File: config.mk
export PLATFORM = sky130hd
export DESIGN_NAME = tx_iq_streamer
export DESIGN_NICKNAME = d
export VERILOG_FILES = /design/src/rtl/tx_intf_pkg.sv /design/src/rtl/skid_fifo2.sv /design/src/rtl/tx_iq_streamer.sv
export SDC_FILE = /design/constraint.sdc
export NUM_CORES = 1
export LEC_CHECK = 0
export CAP_MARGIN = 30
export CORE_UTILIZATION = 65
export CTS_CLUSTER_DIAMETER = 40
export DETAILED_ROUTE_END_ITERATION = 8
export DONT_BUFFER_PORTS = 1
export PLACE_DENSITY = 0.79
export SETUP_SLACK_MARGIN = 0.5
export SKIP_CTS_REPAIR_TIMING = 1
export SYNTH_ARGS = -nofsm -noshare
export SYNTH_HDL_FRONTEND = slang
export SYNTH_SLANG_ARGS = --single-unit
File: constraint.sdc
create_clock -name acc_clk -period 3.9 [get_ports acc_clk]
set_clock_uncertainty 0.2 [all_clocks]
set_input_delay 0.78 -clock acc_clk [delete_from_list [all_inputs] [get_ports acc_clk]]
set_output_delay 0.78 -clock acc_clk [all_outputs]
set_load 0.03 [all_outputs]
File: src/rtl/tx_intf_pkg.sv
// Shared definitions for the TX accelerator streaming path: FSM encoding,
// antenna packing modes and default DAC word geometry.
package tx_intf_pkg;

  localparam int DAC_PACK_DATA_WIDTH = 64;
  localparam int IQ_WIDTH            = DAC_PACK_DATA_WIDTH / 2;

  localparam logic [2:0] ST_IDLE   = 3'd0;
  localparam logic [2:0] ST_SEL_ON = 3'd1;
  localparam logic [2:0] ST_STREAM = 3'd2;
  localparam logic [2:0] ST_DRAIN  = 3'd3;
  localparam logic [2:0] ST_TAIL   = 3'd4;

  // Encoding 3 is not listed and falls back to ANT0_ONLY behaviour.
  typedef enum logic [1:0] {
    ANT0_ONLY = 2'd0,
    ANT_DUP   = 2'd1,
    ANT1_ONLY = 2'd2
  } ant_mode_e;

endpackage

File: src/rtl/skid_fifo2.sv
// Two-entry synchronous FIFO with a registered head; push and pop may
// coincide, and a push while full is only taken if a pop frees a slot.
module skid_fifo2 #(
  parameter int WIDTH = 64
) (
  input  logic             clk_i,
  input  logic             rst_ni,
  input  logic             push_i,
  input  logic [WIDTH-1:0] push_data_i,
  input  logic             pop_i,
  output logic [WIDTH-1:0] head_o,
  output logic [1:0]       count_o
);

  logic       wr_ptr_q, wr_ptr_d;
  logic       rd_ptr_q, rd_ptr_d;
  logic [1:0] count_q, count_d;
  logic       do_push, do_pop;

  assign do_pop  = pop_i && (count_q != 2'd0);
  assign do_push = push_i && ((count_q != 2'd2) || do_pop);

  for (genvar gi = 0; gi < 2; gi++) begin : g_slot
    logic [WIDTH-1:0] data_q;
    always_ff @(posedge clk_i or negedge rst_ni) begin
      if (!rst_ni) begin
        data_q <= '0;
      end else if (do_push && (wr_ptr_q == 1'(gi))) begin
        data_q <= push_data_i;
      end
    end
  end

  always_comb begin
    wr_ptr_d = wr_ptr_q;
    rd_ptr_d = rd_ptr_q;
    count_d  = count_q;
    if (do_push) wr_ptr_d = ~wr_ptr_q;
    if (do_pop)  rd_ptr_d = ~rd_ptr_q;
    case ({do_push, do_pop})
      2'b10:   count_d = count_q + 2'd1;
      2'b01:   count_d = count_q - 2'd1;
      default: count_d = count_q;
    endcase
  end

  always_ff @(posedge clk_i or negedge rst_ni) begin
    if (!rst_ni) begin
      wr_ptr_q <= 1'b0;
      rd_ptr_q <= 1'b0;
      count_q  <= 2'd0;
    end else begin
      wr_ptr_q <= wr_ptr_d;
      rd_ptr_q <= rd_ptr_d;
      count_q  <= count_d;
    end
  end

  assign head_o  = rd_ptr_q ? g_slot[1].data_q : g_slot[0].data_q;
  assign count_o = count_q;

endmodule

File: src/rtl/tx_iq_streamer.sv
// Accelerator-side source for the DAC FIFO: claims the path via src_sel,
// waits out the select synchroniser, packs IQ samples into two-antenna words.
module tx_iq_streamer #(
  parameter int DAC_PACK_DATA_WIDTH = tx_intf_pkg::DAC_PACK_DATA_WIDTH,
  parameter int IQ_WIDTH            = tx_intf_pkg::IQ_WIDTH,
  parameter int LEN_WIDTH           = 16,
  parameter int GUARD_CYCLES        = 8,
  parameter int TAIL_CYCLES         = 64
) (
  input  logic                           acc_clk,
  input  logic                           acc_rstn,
  input  logic                           start,
  input  logic [LEN_WIDTH-1:0]           num_samples,
  input  logic [1:0]                     ant_mode,
  input  logic [IQ_WIDTH-1:0]            s_iq_data,
  input  logic                           s_iq_valid,
  output logic                           s_iq_ready,
  output logic [DAC_PACK_DATA_WIDTH-1:0] data_from_acc,
  output logic                           data_valid_from_acc,
  input  logic                           fulln_to_acc,
  output logic                           src_sel,
  output logic                           busy,
  output logic                           done,
  output logic [15:0]                    underrun_cnt
);

  import tx_intf_pkg::*;

  // One timer serves both the guard and the tail hold; they never overlap.
  localparam int TMR_MAX = (GUARD_CYCLES > TAIL_CYCLES) ? GUARD_CYCLES : TAIL_CYCLES;
  localparam int TMR_W   = $clog2(TMR_MAX + 1);

  logic [2:0]                     state_q, state_d;
  logic [TMR_W-1:0]               timer_q, timer_d;
  logic [LEN_WIDTH-1:0]           remaining_q, remaining_d;
  logic [1:0]                     mode_q, mode_d;
  logic [15:0]                    underrun_q, underrun_d;
  logic                           done_q, done_d;

  logic                           accept;
  logic [DAC_PACK_DATA_WIDTH-1:0] packed_word;
  logic [DAC_PACK_DATA_WIDTH-1:0] skid_head;
  logic [1:0]                     skid_count;

  assign s_iq_ready = (state_q == ST_STREAM) && (skid_count < 2'd2) &&
                      (remaining_q != '0);
  assign accept     = s_iq_valid && s_iq_ready;

  always_comb begin
    packed_word = '0;
    case (mode_q)
      ANT_DUP:   packed_word = {s_iq_data, s_iq_data};
      ANT1_ONLY: packed_word = {s_iq_data, {IQ_WIDTH{1'b0}}};
      default:   packed_word = {{IQ_WIDTH{1'b0}}, s_iq_data};
    endcase
  end

  skid_fifo2 #(
    .WIDTH (DAC_PACK_DATA_WIDTH)
  ) u_skid (
    .clk_i       (acc_clk),
    .rst_ni      (acc_rstn),
    .push_i      (accept),
    .push_data_i (packed_word),
    .pop_i       (data_valid_from_acc),
    .head_o      (skid_head),
    .count_o     (skid_count)
  );

  assign data_valid_from_acc = (skid_count != 2'd0) && fulln_to_acc;
  assign data_from_acc       = skid_head;

  always_comb begin
    state_d     = state_q;
    timer_d     = timer_q;
    remaining_d = remaining_q;
    mode_d      = mode_q;
    underrun_d  = underrun_q;
    done_d      = 1'b0;
    case (state_q)
      ST_IDLE: begin
        if (start) begin
          if (num_samples != '0) begin
            remaining_d = num_samples;
            mode_d      = ant_mode;
            underrun_d  = '0;
            timer_d     = '0;
            state_d     = ST_SEL_ON;
          end else begin
            done_d = 1'b1;
          end
        end
      end
      ST_SEL_ON: begin
        if (timer_q == TMR_W'(GUARD_CYCLES - 1)) begin
          timer_d = '0;
          state_d = ST_STREAM;
        end else begin
          timer_d = timer_q + TMR_W'(1);
        end
      end
      ST_STREAM: begin
        if (accept) begin
          remaining_d = remaining_q - LEN_WIDTH'(1);
          if (remaining_q == LEN_WIDTH'(1)) state_d = ST_DRAIN;
        end
        // Starved: work left, nothing buffered and nothing offered.
        if ((remaining_q != '0) && (skid_count == 2'd0) && !s_iq_valid &&
            (underrun_q != 16'hFFFF)) begin
          underrun_d = underrun_q + 16'd1;
        end
      end
      ST_DRAIN: begin
        // Leave as the last word goes out so the tail counts from that write.
        if ((skid_count == 2'd0) ||
            ((skid_count == 2'd1) && data_valid_from_acc)) begin
          timer_d = '0;
          state_d = ST_TAIL;
        end
      end
      ST_TAIL: begin
        if (timer_q == TMR_W'(TAIL_CYCLES - 1)) begin
          timer_d = '0;
          done_d  = 1'b1;
          state_d = ST_IDLE;
        end else begin
          timer_d = timer_q + TMR_W'(1);
        end
      end
      default: begin
        state_d = ST_IDLE;
      end
    endcase
  end

  always_ff @(posedge acc_clk or negedge acc_rstn) begin
    if (!acc_rstn) begin
      state_q     <= ST_IDLE;
      timer_q     <= '0;
      remaining_q <= '0;
      mode_q      <= 2'd0;
      underrun_q  <= '0;
      done_q      <= 1'b0;
    end else begin
      state_q     <= state_d;
      timer_q     <= timer_d;
      remaining_q <= remaining_d;
      mode_q      <= mode_d;
      underrun_q  <= underrun_d;
      done_q      <= done_d;
    end
  end

  assign busy         = (state_q != ST_IDLE);
  assign src_sel      = busy;
  assign done         = done_q;
  assign underrun_cnt = underrun_q;

endmodule

==> out/metrics.yaml <==
status: "complete, but fails checks"
violations: "hold timing"
ir_worst_vdd_mv: 0.3857
power_frac_comb_pct: 32.7
pin_count: 140
synth_ff_type: "dfrtp_1"
final.setup.worst_slack_ns: 0.6661
yosysTopAreaCell: "dfrtp_1"
grt_antenna_before_repair: 0
synthesis.area_sq_um: 8626
wl_met1_microns: 8093
drive_above_1_share_pct: 13.84
fin_util_pct: 72.86
slowest_delay_ns: 0.59
insertion_delay_ns: 0.43
tightest_slew_ns: 0.7967
die_x_microns: 117.2
cts_max_level: 4
synth-xor-area-share_pct: 0.6092
grt_pass1_wl_microns: 31550
grt_pass1_vias: 6463
layout.nets: 941
cp.required_ns: 2.92
syn_inst: 907
rsz0062_at_grt: "no"
core_area_sq_um: 12770
power-per-cell-area_nw_per_um2: 724.7
grt.total_usage_pct: 29.88
dr_total_vias: 6719
post-route-period-util_pct: 82.92
r2r.worst_path.cells: 6
synth_seq_area_share_pct: 51.35
ys_types: 57
wirelength_microns: 19850
die_h_microns: 117.2
ys_async_sr_fraction_pct: 100.0
cts_tree: "yes"
area_growth_pct: 7.891
cts_sinks: 177
dieArea_sq_um: 13730
cp_max_fo: 7
syn_avg_cell_area_sq_um: 9.510
power.internal_mw: 4.152
syn-num-nets: 972
synth.area.top_cells: "dfrtp_1, nand2_1, mux2_2"
finalHoldViolCount: 177
setup_tns_ns: 0
finalMaxSlewViolations: 0
synth-edff-count: 0
root_buffer: "clkbuf_16"
clk_pin_slew_ns: 0.06
grt_max_degree: 178
hold_class: "in -> async"
synth_simple_gate_area_share_pct: 17.86
top_layer: "met4"
critPathCaptureType: "primary output"
layout_min_cycle_time_ns: 3.234
drt_iter0_markers: 668
path_class: "reg -> out"
synth.top_cell.area_share_pct: 51.35
ant_nets: 0
dr.pass1.iters: 5
cp_cell_sequence: "nor4_1 > nand4_1 > and3_1"
p_leak_nw: 4.149
port_buffers: 0
p_sw_mw: 2.592
synth_compound_area_share_pct: 15.94
hold_slack_ns: -0.1601
synth_fa_ha_area_share_pct: 1.451
arrival_ns: 2.25
start_util_pct: 67.53
place.gp.congestion: 0.8765
cts-buffers-inserted: 17
via_per_inst: 6.333
n_antenna_cell: 0
wl_per_cell_microns: 18.71
switching_share_pct: 38.44
maxClockFrequency_mhz: 309.2
final_common_cell: "nand2_1"
drcViolationCount: 0
cp-start-kind: "flop"
place_ws_ns: 0.8799
synth.ff_latch_count: 177
cap_violations: 0
synth_top_family_by_area: "simple AND/OR/NAND/NOR gates"
relSlewSlack_pct: 46.39
finalSetupViolCount: 0
cts_buffer_depth: 2
cpMaxStageDelayCell: "nor4_1"
gr-total-overflow: 0
rows: 41
yosys-mux-area-fraction_pct: 8.486
clock_power_share_pct: 28.4
seqPwrFrac_pct: 38.9
route.met3.wl_microns: 1472
yosysWarnings: 0
wl_met2_microns: 9835
dp_hpwl_microns: 12650
final_cell_mix: "nand2_1, dfrtp_1, o21ai_0"
## final cells by class
cell class / instances / area [sq um]
well taps: 172 / 215.2
repair buffers: 9 / 105.1
inverters: 15 / 56.30
clock buffers: 18 / 429.2
fillers: 913 / 3467
flip-flops and latches: 177 / 4431
multi-input cells: 656 / 3834
clock inverters: 14 / 236.5
## state kept, by name (all words and copies together) (netlist names)
signal	flops
remaining_q	16
state_q	3
u_skid.rd_ptr_q	1
timer_q	7
mode_q	2
u_skid.g_slot.data_q	128
underrun_cnt	16
u_skid.wr_ptr_q	1
u_skid.count_o	2
done	1
## power groups by stage
stage | sequential, mW | combinational (mW) | clock (mW)
floorplan | 2.48 | 1.83 | 0
global placement | 2.60 | 2.10 | 0
detailed placement | 2.63 | 2.19 | 0
CTS | 2.61 | 2.21 | 1.93
global route | 2.67 | 2.43 | 2.01
finish | 2.62 | 2.21 | 1.91
## metal layers
| metal | GRT usage [%] | up-vias |
|---|---|---|
| met4 | 11.90 | 0 |
| met2 | 48.94 | 271 |
| met5 | 0 | - |
| met1 | 38.70 | 3293 |
| li1 | - | 3118 |
| met3 | 6.849 | 37 |
## cells in the mapped netlist (10+ instances only)
cell type	instances
inv_1	14
o21ai_1	36
a21oi_1	11
clkbuf_1	27
mux2_2	65
o22a_1	10
nor4_1	13
ha_1	10
dfrtp_1	177
nand2_1	233
nand4_1	12
o21ai_0	116
nor2_1	22
nand3_1	15
buf_2	17
nor3_1	14
## path summary, 6_finish.rpt
kind                                                   from                     endpoint  slack [ns]
worst max-delay path                         remaining_q[8]                   s_iq_ready        0.67
worst min-delay path                               acc_rstn  u_skid.g_slot[0].data_q[39]       -0.16
worst max register to register              underrun_cnt[0]             underrun_cnt[10]        1.08
worst min register to register  u_skid.g_slot[1].data_q[63]  u_skid.g_slot[1].data_q[63]        0.27
max in group asynchronous                          acc_rstn               remaining_q[3]        3.42
min in group acc_clk            u_skid.g_slot[1].data_q[63]  u_skid.g_slot[1].data_q[63]        0.27
## kinds of logic (layout without fill, tap and decap cells)
kind of cell | after synthesis | in the layout
simple gates | 345 | 345
compound gates | 230 | 230
flops | 177 | 177
buf+inv | 74 | 56
mux | 65 | 65
fa+ha+maj | 10 | 10
xor+xnor | 6 | 6
## per-stage QoR
stage,instances,area [sq um],total power [mW]
final,1061,9306,6.744
after global routing,1061,9306,7.112
after CTS,1061,9300,6.752
after detailed placement,1029,8635,4.819
after global placement,1029,8635,4.696
after floorplan,907,8626,4.316
## critical path: cells and delay by family, from the launching register on
family        cells  cell delay [ns]
simple gates      3             1.38
flops             1             0.45
Power figures use the tool's default switching activity.
